$ cat src/rtl/alu_pkg.sv
// ============================================================================
// Module      : alu_pkg
// Description : Opcode constants, FSM state type and width defaults shared by
//               the ALU round-robin scheduler and its op unit.
// Revision    : 1.0 - initial release
// ============================================================================
`default_nettype none

package alu_pkg;

    localparam int DEF_DATA_W = 4;
    localparam int DEF_SEL_W  = 3;

    localparam logic [2:0] OP_ADD = 3'b000;
    localparam logic [2:0] OP_SUB = 3'b001;
    localparam logic [2:0] OP_AND = 3'b010;
    localparam logic [2:0] OP_OR  = 3'b011;
    localparam logic [2:0] OP_NOT = 3'b100;

    typedef enum logic [1:0] {
        IDLE = 2'd0,
        EXEC = 2'd1,
        RESP = 2'd2
    } state_t;

endpackage

`default_nettype wire

$ cat src/rtl/alu_op_unit.sv
// ============================================================================
// Module      : alu_op_unit
// Description : Combinational ALU op unit; unknown opcodes give zero and err.
// Revision    : 1.0 - initial release
// ============================================================================
`default_nettype none

module alu_op_unit
    import alu_pkg::*;
#(
    parameter int DATA_W = DEF_DATA_W,
    parameter int SEL_W  = DEF_SEL_W
) (
    input  logic [DATA_W-1:0] i_a,
    input  logic [DATA_W-1:0] i_b,
    input  logic [SEL_W-1:0]  i_sel,
    output logic [DATA_W-1:0] o_result,
    output logic              o_err
);

    // Add/sub wrap naturally because the result is truncated to DATA_W.
    always_comb begin
        o_result = '0;
        o_err    = 1'b0;
        if (i_sel == SEL_W'(OP_ADD)) begin
            o_result = i_a + i_b;
        end else if (i_sel == SEL_W'(OP_SUB)) begin
            o_result = i_a - i_b;
        end else if (i_sel == SEL_W'(OP_AND)) begin
            o_result = i_a & i_b;
        end else if (i_sel == SEL_W'(OP_OR)) begin
            o_result = i_a | i_b;
        end else if (i_sel == SEL_W'(OP_NOT)) begin
            o_result = ~i_a;
        end else begin
            o_err = 1'b1;
        end
    end

endmodule

`default_nettype wire

$ cat src/rtl/alu_rr_scheduler.sv
// ============================================================================
// Module      : alu_rr_scheduler
// Description : Round-robin scheduler sharing one ALU op unit between NUM_REQ
//               requesters, one operation in flight, registered response.
// Revision    : 1.0 - initial release
// ============================================================================
`default_nettype none

module alu_rr_scheduler
    import alu_pkg::*;
#(
    parameter  int NUM_REQ = 4,
    parameter  int DATA_W  = DEF_DATA_W,
    parameter  int SEL_W   = DEF_SEL_W,
    localparam int ID_W    = $clog2(NUM_REQ)
) (
    input  logic                      clk,
    input  logic                      rst,
    input  logic [NUM_REQ-1:0]        req_valid,
    output logic [NUM_REQ-1:0]        req_ready,
    input  logic [NUM_REQ*DATA_W-1:0] req_a,
    input  logic [NUM_REQ*DATA_W-1:0] req_b,
    input  logic [NUM_REQ*SEL_W-1:0]  req_sel,
    output logic                      resp_valid,
    input  logic                      resp_ready,
    output logic [ID_W-1:0]           resp_id,
    output logic [DATA_W-1:0]         resp_result,
    output logic                      resp_zero,
    output logic                      resp_err,
    output logic                      busy
);

    state_t            r_state_q,  w_state_d;
    logic [ID_W-1:0]   r_rr_ptr_q, w_rr_ptr_d;
    logic [ID_W-1:0]   r_id_q,     w_id_d;
    logic [DATA_W-1:0] r_a_q,      w_a_d;
    logic [DATA_W-1:0] r_b_q,      w_b_d;
    logic [SEL_W-1:0]  r_sel_q,    w_sel_d;
    logic [DATA_W-1:0] r_result_q, w_result_d;
    logic              r_zero_q,   w_zero_d;
    logic              r_err_q,    w_err_d;

    logic              w_found;
    logic [ID_W-1:0]   w_grant;
    logic [ID_W:0]     w_idx;
    logic [DATA_W-1:0] w_alu_result;
    logic              w_alu_err;

    // Scan upward from rr_ptr; the extra index bit lets non-power-of-two counts wrap explicitly.
    always_comb begin
        w_found = 1'b0;
        w_grant = '0;
        w_idx   = '0;
        for (int i = 0; i < NUM_REQ; i++) begin
            w_idx = {1'b0, r_rr_ptr_q} + (ID_W+1)'(i);
            if (w_idx >= (ID_W+1)'(NUM_REQ)) begin
                w_idx = w_idx - (ID_W+1)'(NUM_REQ);
            end
            if (!w_found && req_valid[w_idx[ID_W-1:0]]) begin
                w_found = 1'b1;
                w_grant = w_idx[ID_W-1:0];
            end
        end
    end

    always_comb begin
        req_ready = '0;
        for (int i = 0; i < NUM_REQ; i++) begin
            if ((r_state_q == IDLE) && w_found && (w_grant == ID_W'(i))) begin
                req_ready[i] = 1'b1;
            end
        end
    end

    alu_op_unit #(
        .DATA_W (DATA_W),
        .SEL_W  (SEL_W)
    ) u_op_unit (
        .i_a      (r_a_q),
        .i_b      (r_b_q),
        .i_sel    (r_sel_q),
        .o_result (w_alu_result),
        .o_err    (w_alu_err)
    );

    always_comb begin
        w_state_d  = r_state_q;
        w_rr_ptr_d = r_rr_ptr_q;
        w_id_d     = r_id_q;
        w_a_d      = r_a_q;
        w_b_d      = r_b_q;
        w_sel_d    = r_sel_q;
        w_result_d = r_result_q;
        w_zero_d   = r_zero_q;
        w_err_d    = r_err_q;
        case (r_state_q)
            IDLE: begin
                if (w_found) begin
                    w_a_d     = req_a[int'(w_grant)*DATA_W +: DATA_W];
                    w_b_d     = req_b[int'(w_grant)*DATA_W +: DATA_W];
                    w_sel_d   = req_sel[int'(w_grant)*SEL_W +: SEL_W];
                    w_id_d    = w_grant;
                    w_state_d = EXEC;
                end
            end
            EXEC: begin
                w_result_d = w_alu_result;
                w_zero_d   = (w_alu_result == '0);
                w_err_d    = w_alu_err;
                w_state_d  = RESP;
            end
            RESP: begin
                if (resp_ready) begin
                    w_rr_ptr_d = (r_id_q == ID_W'(NUM_REQ-1)) ? '0 : r_id_q + 1'b1;
                    w_state_d  = IDLE;
                end
            end
            default: w_state_d = IDLE;
        endcase
    end

    always_ff @(posedge clk) begin
        if (rst) begin
            r_state_q  <= IDLE;
            r_rr_ptr_q <= '0;
            r_id_q     <= '0;
            r_a_q      <= '0;
            r_b_q      <= '0;
            r_sel_q    <= '0;
            r_result_q <= '0;
            r_zero_q   <= 1'b0;
            r_err_q    <= 1'b0;
        end else begin
            r_state_q  <= w_state_d;
            r_rr_ptr_q <= w_rr_ptr_d;
            r_id_q     <= w_id_d;
            r_a_q      <= w_a_d;
            r_b_q      <= w_b_d;
            r_sel_q    <= w_sel_d;
            r_result_q <= w_result_d;
            r_zero_q   <= w_zero_d;
            r_err_q    <= w_err_d;
        end
    end

    assign resp_valid  = (r_state_q == RESP);
    assign busy        = (r_state_q != IDLE);
    assign resp_id     = r_id_q;
    assign resp_result = r_result_q;
    assign resp_zero   = r_zero_q;
    assign resp_err    = r_err_q;

endmodule

`default_nettype wire

$ cat config.mk
export PLATFORM = sky130hd
export DESIGN_NAME = alu_rr_scheduler
export DESIGN_NICKNAME = d
export VERILOG_FILES = /design/src/rtl/alu_pkg.sv /design/src/rtl/alu_op_unit.sv /design/src/rtl/alu_rr_scheduler.sv
export SDC_FILE = /design/constraint.sdc
export NUM_CORES = 1
export LEC_CHECK = 0
export ABC_AREA = 0
export CORE_ASPECT_RATIO = 0.9
export CORE_MARGIN = 1.5
export CORE_UTILIZATION = 46
export DETAILED_ROUTE_END_ITERATION = 10
export GPL_TIMING_DRIVEN = 0
export PLACE_DENSITY = 0.84
export SLEW_MARGIN = 15
export SYNTH_ARGS = -nofsm -noshare
export SYNTH_HDL_FRONTEND = slang
export SYNTH_SLANG_ARGS = --single-unit
$ cat constraint.sdc
create_clock -name clk -period 3.5 [get_ports clk]
set_clock_uncertainty 0.15 [all_clocks]
set_input_delay 1.05 -clock clk [delete_from_list [all_inputs] [get_ports clk]]
set_output_delay 1.05 -clock clk [all_outputs]
set_load 0.02 [all_outputs]
## After elaboration in Yosys (flattened, before gate mapping)

Index checks and enable logic that the tools add are counted.

| operators by class | value |
|---|---|
| $add $sub $neg | 10 |
| $mul | 1 |
| $lt $le $gt $ge | 8 |
| equal/unequal tests | 12 |
| shift-type cells | 3 |
| multiplexer cells | 38 |
| bitwise operators | 3 |
| reductions and logical operators | 19 |

Operators with widths:

| cell | number |
|---|---|
| variable part select 16 x 5 -> 4 bit | 2 |
| 2-to-1 mux 2 bit | 11 |
| 2-to-1 mux 4 bit | 5 |
| 2-to-1 mux 1 bit | 17 |
| less-than comparator 2 x 3 -> 1 bit, second input constant | 4 |
| variable part select 12 x 5 -> 3 bit | 1 |
| >= comparator 3 bit, second input constant | 3 |
| binary-select mux 1 bit (select 2 bit) | 4 |
| equality test 2 bit, second input constant | 4 |
| logical AND 1 bit | 8 |
| subtractor 2 x 1 -> 2 bit, second input constant | 4 |
| adder 2 x 2 -> 3 bit, second input constant | 2 |
| equality test 3 x 2 -> 1 bit, second input constant | 2 |
| one-hot mux 2 bit (3 select lines) | 1 |
| AND reduction 2 bit | 3 |
| adder 4 bit | 1 |
| bitwise AND 4 bit | 1 |
| equality test 2 x 1 -> 1 bit, second input constant | 2 |
| zero test 2 bit | 2 |
| zero test 4 bit | 1 |
| multiplier 2 x 2 -> 4 bit, second input constant | 1 |
| NOT 4 bit | 1 |
| bitwise OR 4 bit | 1 |
| subtractor 4 bit | 1 |
| 10 further kinds | 12 |

| word-level totals | value |
|---|---|
| register bits | 23 |
| input port bits | 51 |
| output and inout bits | 14 |
| word-level logic and storage cells | 103 |

## Longest topological paths before layout

| depth | value |
|---|---|
| depth after elaboration | 17 |
| depth in mapped cells | 8 |
| mapped depth without buffers | 8 |

## Modules after synthesis

Synthesis repeated with hierarchy kept, for this count alone.

| second synthesis, totals | value |
|---|---|
| cells, all modules | 190 |
| area, all modules | 1,776.7 µm² |

By module, submodules not included:

| module | instances | cells an instance | area each (µm²) | seq. area each (µm²) |
|---|---|---|---|---|
| alu_rr_scheduler | 1 | 132 | 1,318.8 | 460.4 |
| alu_op_unit | 1 | 58 | 457.9 | 0.0 |

## Least setup slack after synthesis

OpenSTA, ideal clock, no wires.

| timing | value |
|---|---|
| path kind | input-to-output |
| start | input port req_valid[0] |
| end | output port req_ready[3] |
| arrival time | 2.289 ns |
| data required time | 2.300 ns |
| path slack | 0.011 ns |
| stages on the path | 6 |
| buffers on the path | 1 |
| path through | nor2b_1 > o21a_1 > nor3_4 > buf_6 > nand2_1 > nor2_1 |

| on the way | value |
|---|---|
| cells in the longest elaborated chain, start to end | 15 |
| elaborated cells on any way between the ends | 26 |
| classes of those cells | 1 x eq/ne; 17 x mux; 8 x reduce/logical |

Ends and longest elaborated chain:

| what | RTL line | source |
|---|---|---|
| start: declaration | alu_rr_scheduler.sv:19 | `input logic [NUM_REQ-1:0] req_valid,` |
| binary-select mux 1 bit (select 2 bit) | alu_rr_scheduler.sv:59 | `if (!w_found && req_valid[w_idx[ID_W-1:0]]) begin` |
| 2-to-1 mux 1 bit (implied by the code) | alu_rr_scheduler.sv:59 |  |
| 2-to-1 mux 1 bit | alu_rr_scheduler.sv:59 |  |
| zero test 1 bit | alu_rr_scheduler.sv:59 |  |
| logical AND 1 bit | alu_rr_scheduler.sv:59 |  |
| 2-to-1 mux 1 bit | alu_rr_scheduler.sv:59 |  |
| zero test 1 bit | alu_rr_scheduler.sv:59 |  |
| logical AND 1 bit | alu_rr_scheduler.sv:59 |  |
| 2-to-1 mux 1 bit | alu_rr_scheduler.sv:59 |  |
| zero test 1 bit | alu_rr_scheduler.sv:59 |  |
| logical AND 1 bit | alu_rr_scheduler.sv:59 |  |
| 2-to-1 mux 2 bit or 2-to-1 mux 1 bit (tied branches) | alu_rr_scheduler.sv:59 |  |
| equality test 2 bit or logical AND 1 bit (tied branches) | alu_rr_scheduler.sv:69 | `if ((r_state_q == IDLE) && w_found && (w_grant == ID_W'(i))) begin` |
| logical AND 1 bit (*) | alu_rr_scheduler.sv:69 |  |
| 2-to-1 mux 1 bit (*) | alu_rr_scheduler.sv:69 |  |
| end: declaration | alu_rr_scheduler.sv:20 | `output logic [NUM_REQ-1:0] req_ready,` |

Mark *: on every way between the ends. The rest lies on a longest branch, timed or not. The select of a mux whose other input is x is not followed.

## Final worst setup path

Same ends and word-level chain as after synthesis.

==> results by group <==
Floorplanning
  • Chip Width: between 70 and 80 um
  • Die ar.: between 4000 and 5000 sq um
  • Chip height: ~64 um
  • Starting density of the core: 0.494
  • Area of the core: 3840 sq um
  • IO Count: 65
  • Site Rows: 21

Setup path
  • Most used cell, CP: buf_6
  • Crit path launch type: primary input
  • WP buf/inv: 3
  • Largest stage delay on the critical path: 0.22 ns
  • CP Cell Sequence: buf_4 -> nor2b_4 -> o21a_1 -> nor3_4 -> buf_6 -> nand2_4 -> nor2_4 -> buf_6
  • R2R depth: 8
  • Data required, critical path: 2.30 ns
  • CP Class: primary input to output port
  • CP arrival: approximately 2.2 ns
  • CP max stage cell: o21a_1
  • Worst Setup End Kind: output port
  • Cell family with most CP delay: simple AND/OR/NAND/NOR gates
  • Flop2flop setup slack: approximately 0.96 ns
  • Worst Path Max Fanout: 6
  • Levels on crit path: 8

Final layout
  • Filler instances: 303
  • Nets: about 370
  • Fin area: roughly 2800 sq um
  • Layout cell share with drive strength beyond 1: 0.173
  • Area of the multi-input gates: 1380 sq um
  • Area grow syn2layout: 45.9%
  • Ant. Diodes: 0
  • Register area: ~460 sq um

Global route
  • Met2 Track Usage GR: 0.366
  • Vias in the first global route: 1782
  • Number of antenna violations at the first check in global routing: 0
  • Largest net degree at the start of global routing: 14
  • GR Util All Layers: 0.223
  • First-pass GRT wire length: 8230 um
  • Gr busiest metal: met2
  • M1 GR Usage: 0.315
  • M3 GR Usage: 0.0379
  • Grt total ovfl: 0

Placement
  • Gpl congestion: 0.811
  • HPWL Detailed: between 3000 and 4000 um
  • I/O Buffers: 64
  • Cell Area, Placed: 2590 sq um
  • Placement Setup Slack: -1.14 ns

Drt
  • WL final: just under 5000 um
  • Drt drc: 0
  • Number of DRC markers in iteration 0: between 100 and 150
  • DRT Pass-1 Iters: 4
  • Via-to-Cell Ratio: about 5.6
  • Final ANT Viol Nets: 0
  • DR vias: 1952
  • WL/cell: around 14 um

Synthesis
  • Post-Syn Area: between 1500 and 2000 sq um
  • Post-synthesis sequential area ratio: 0.243
  • Synth Net Count: 289
  • Mean area per synthesized cell: 8.46 sq um
  • Most common library cells after synthesis: 23 x dfxtp_1, 18 x nand2_1, 14 x nand2b_1
  • Largest cells by area after synthesis: dfxtp_1 24%, ha_1 7.9%, mux2i_1 6.3%
  • Synth top area share: 0.243
  • Post-synth cell types: between 40 and 50
  • Cells after synthesis: between 200 and 250
  • Main flop type after synthesis: dfxtp_1
  • Synth warnings: 0
  • Yosys top cell by area: dfxtp_1
  • Post-synth EDFFs: 0
  • Top-count cell post-synth: dfxtp_1
  • #FFs+latches synth: 23
  • FFs w/ async S/R, synth: 0

Power
  • Post-route total power: ~900 uW
  • Cell area power density: 324 nW/um^2
  • Net Sw Power: roughly 320 uW
  • Seq pwr share: 0.358
  • Worst VDD drop: about 180 uV
  • Internal Dissipation: 577 uW
  • Combinational fraction of design power: 0.453
  • Clock power share: 0.189
  • Leakage power: about 0.0011 uW
  • Net Sw Frac: 0.355

Timing
  • Final setup margin: 0.0654 ns
  • Worst-Margin Slew: just over 0.6 ns
  • Final hold viol count: 0
  • Highest clock rate: 0.291 GHz
  • Final Critical Period: 3.43 ns
  • Final slew viol count: 0
  • Tcrit/Tclk final: 0.981
  • Final setup fails: 0
  • Relative slew slack: 0.584

Job
  • Max_cap viols: 0

Outcome
  • Status: complete, no violations

Min path
  • Worst hold stages: 2
  • Hold crit path type: flop to flop

Clock network
  • Clock tree root driver cell: clkbuf_8
  • Clk Latency, worst-skew pair: around 0.26 ns
  • Clk slew on worst S/H paths: approximately 0.08 ns
  • H-tree levels: 1
  • CTS Buf Count: 3
  • CTS tree: yes
  • Clock Path Buffers: 2
  • CTS Hold Bufs: 0
  • Clk sinks: 23
-- through the flow --
step / setup TNS [ns] / hold WS [ns] / cells / utilization
finish: 0 / 0.306 / 347 / 0.720
global route: -0.0155 / 0.344 / 347 / 0.720
CTS: 0 / 0.308 / 343 / 0.699
detailed placement: -4.22 / 0.296 / 334 / 0.676
global placement: -4.14 / 0.287 / 334 / 0.676
floorplan: 0 / 0.323 / 224 / -
-- worst min-delay path, stage by stage, from the launching register on --
cell and delay (ns):
dfxtp_1 0.32, nand2_1 0.05, a21oi_1 0.05
-- cell type report --
type	count	area share
Multi-Input combinational cell	175	0.501
Timing Repair Buffer	74	0.254
Sequential cell	23	0.167
Buffer	14	0.0267
Tap cell	46	0.0208
Clock buffer	3	0.0149
Inverter	11	0.0149
Clock inverter	1	0.00181
-- metal layers --
metal	up-vias	wire, um
li1	987	-
met1	884	2380
met2	77	2250
met3	4	307
met4	0	28
met5	-	0
-- cell usage in the layout (no fill, tap or decap), types with 2 or more instances in the layout --
| master | count |
|---|---|
| a211o_1 | 10 |
| a211oi_1 | 3 |
| a21o_1 | 2 |
| a21oi_1 | 11 |
| and4_1 | 2 |
| buf_2 | 5 |
| buf_4 | 13 |
| buf_6 | 4 |
| clkbuf_1 | 7 |
| clkbuf_2 | 2 |
| clkbuf_8 | 3 |
| clkdlybuf4s50_1 | 56 |
| dfxtp_1 | 23 |
| fa_1 | 2 |
| ha_1 | 12 |
| inv_1 | 11 |
| mux2i_1 | 12 |
| nand2_1 | 17 |
| nand2_4 | 2 |
| nand2b_1 | 13 |
| nand3_1 | 2 |
| nand4_1 | 10 |
| nor2_1 | 10 |
| nor2b_1 | 4 |
| nor2b_4 | 2 |
| nor3_1 | 6 |
| o211ai_1 | 6 |
| o211ai_2 | 6 |
| o21a_1 | 2 |
| o21ai_0 | 3 |
| o31a_1 | 2 |
| o31ai_1 | 11 |
-- cells by family after synthesis --
kind of cell,synth area share
mux,0.0634
simple gates,0.241
fa+ha+maj,0.100
compound gates,0.283
buf+inv,0.0647
flops,0.243
xor+xnor,0.00462
-- path summary, 6_finish.rpt --
kind                         start                      to
max                   req_valid[0]            req_ready[3]
min          resp_err$_SDFFE_PP0N_   resp_err$_SDFFE_PP0N_
max reg2reg  r_a_q[0]$_SDFFE_PP0P_  resp_zero$_SDFFE_PP0N_
min reg2reg  resp_err$_SDFFE_PP0N_   resp_err$_SDFFE_PP0N_
-- state kept, by name (all words and copies together) (netlist names) --
name,cells
r_rr_ptr_q,2
resp_err,1
resp_zero,1
resp_result,4
r_state_q,2
resp_id,2
r_sel_q,3
r_b_q,4
r_a_q,4
-- power by group through the flow --
| stage | logic [uW] | registers (uW) | clock network (uW) |
|---|---|---|---|
| 4_1_cts | 384 | 320 | 171 |
| 6_report | 406 | 321 | 169 |
| 3_3_place_gp | 369 | 325 | 0 |
| 2_1_floorplan | 227 | 331 | 0 |
| 3_5_place_dp | 376 | 326 | 0 |
| 5_1_grt | 445 | 326 | 181 |
-- what timing repair did --
action                     in CTS  in global routing
setup endpoints to repair       4                  4
resized for setup              35                 21
pin swaps                       4                  7
buffers inserted                5                  5
Note: power is estimated with default switching activity, not from simulation.
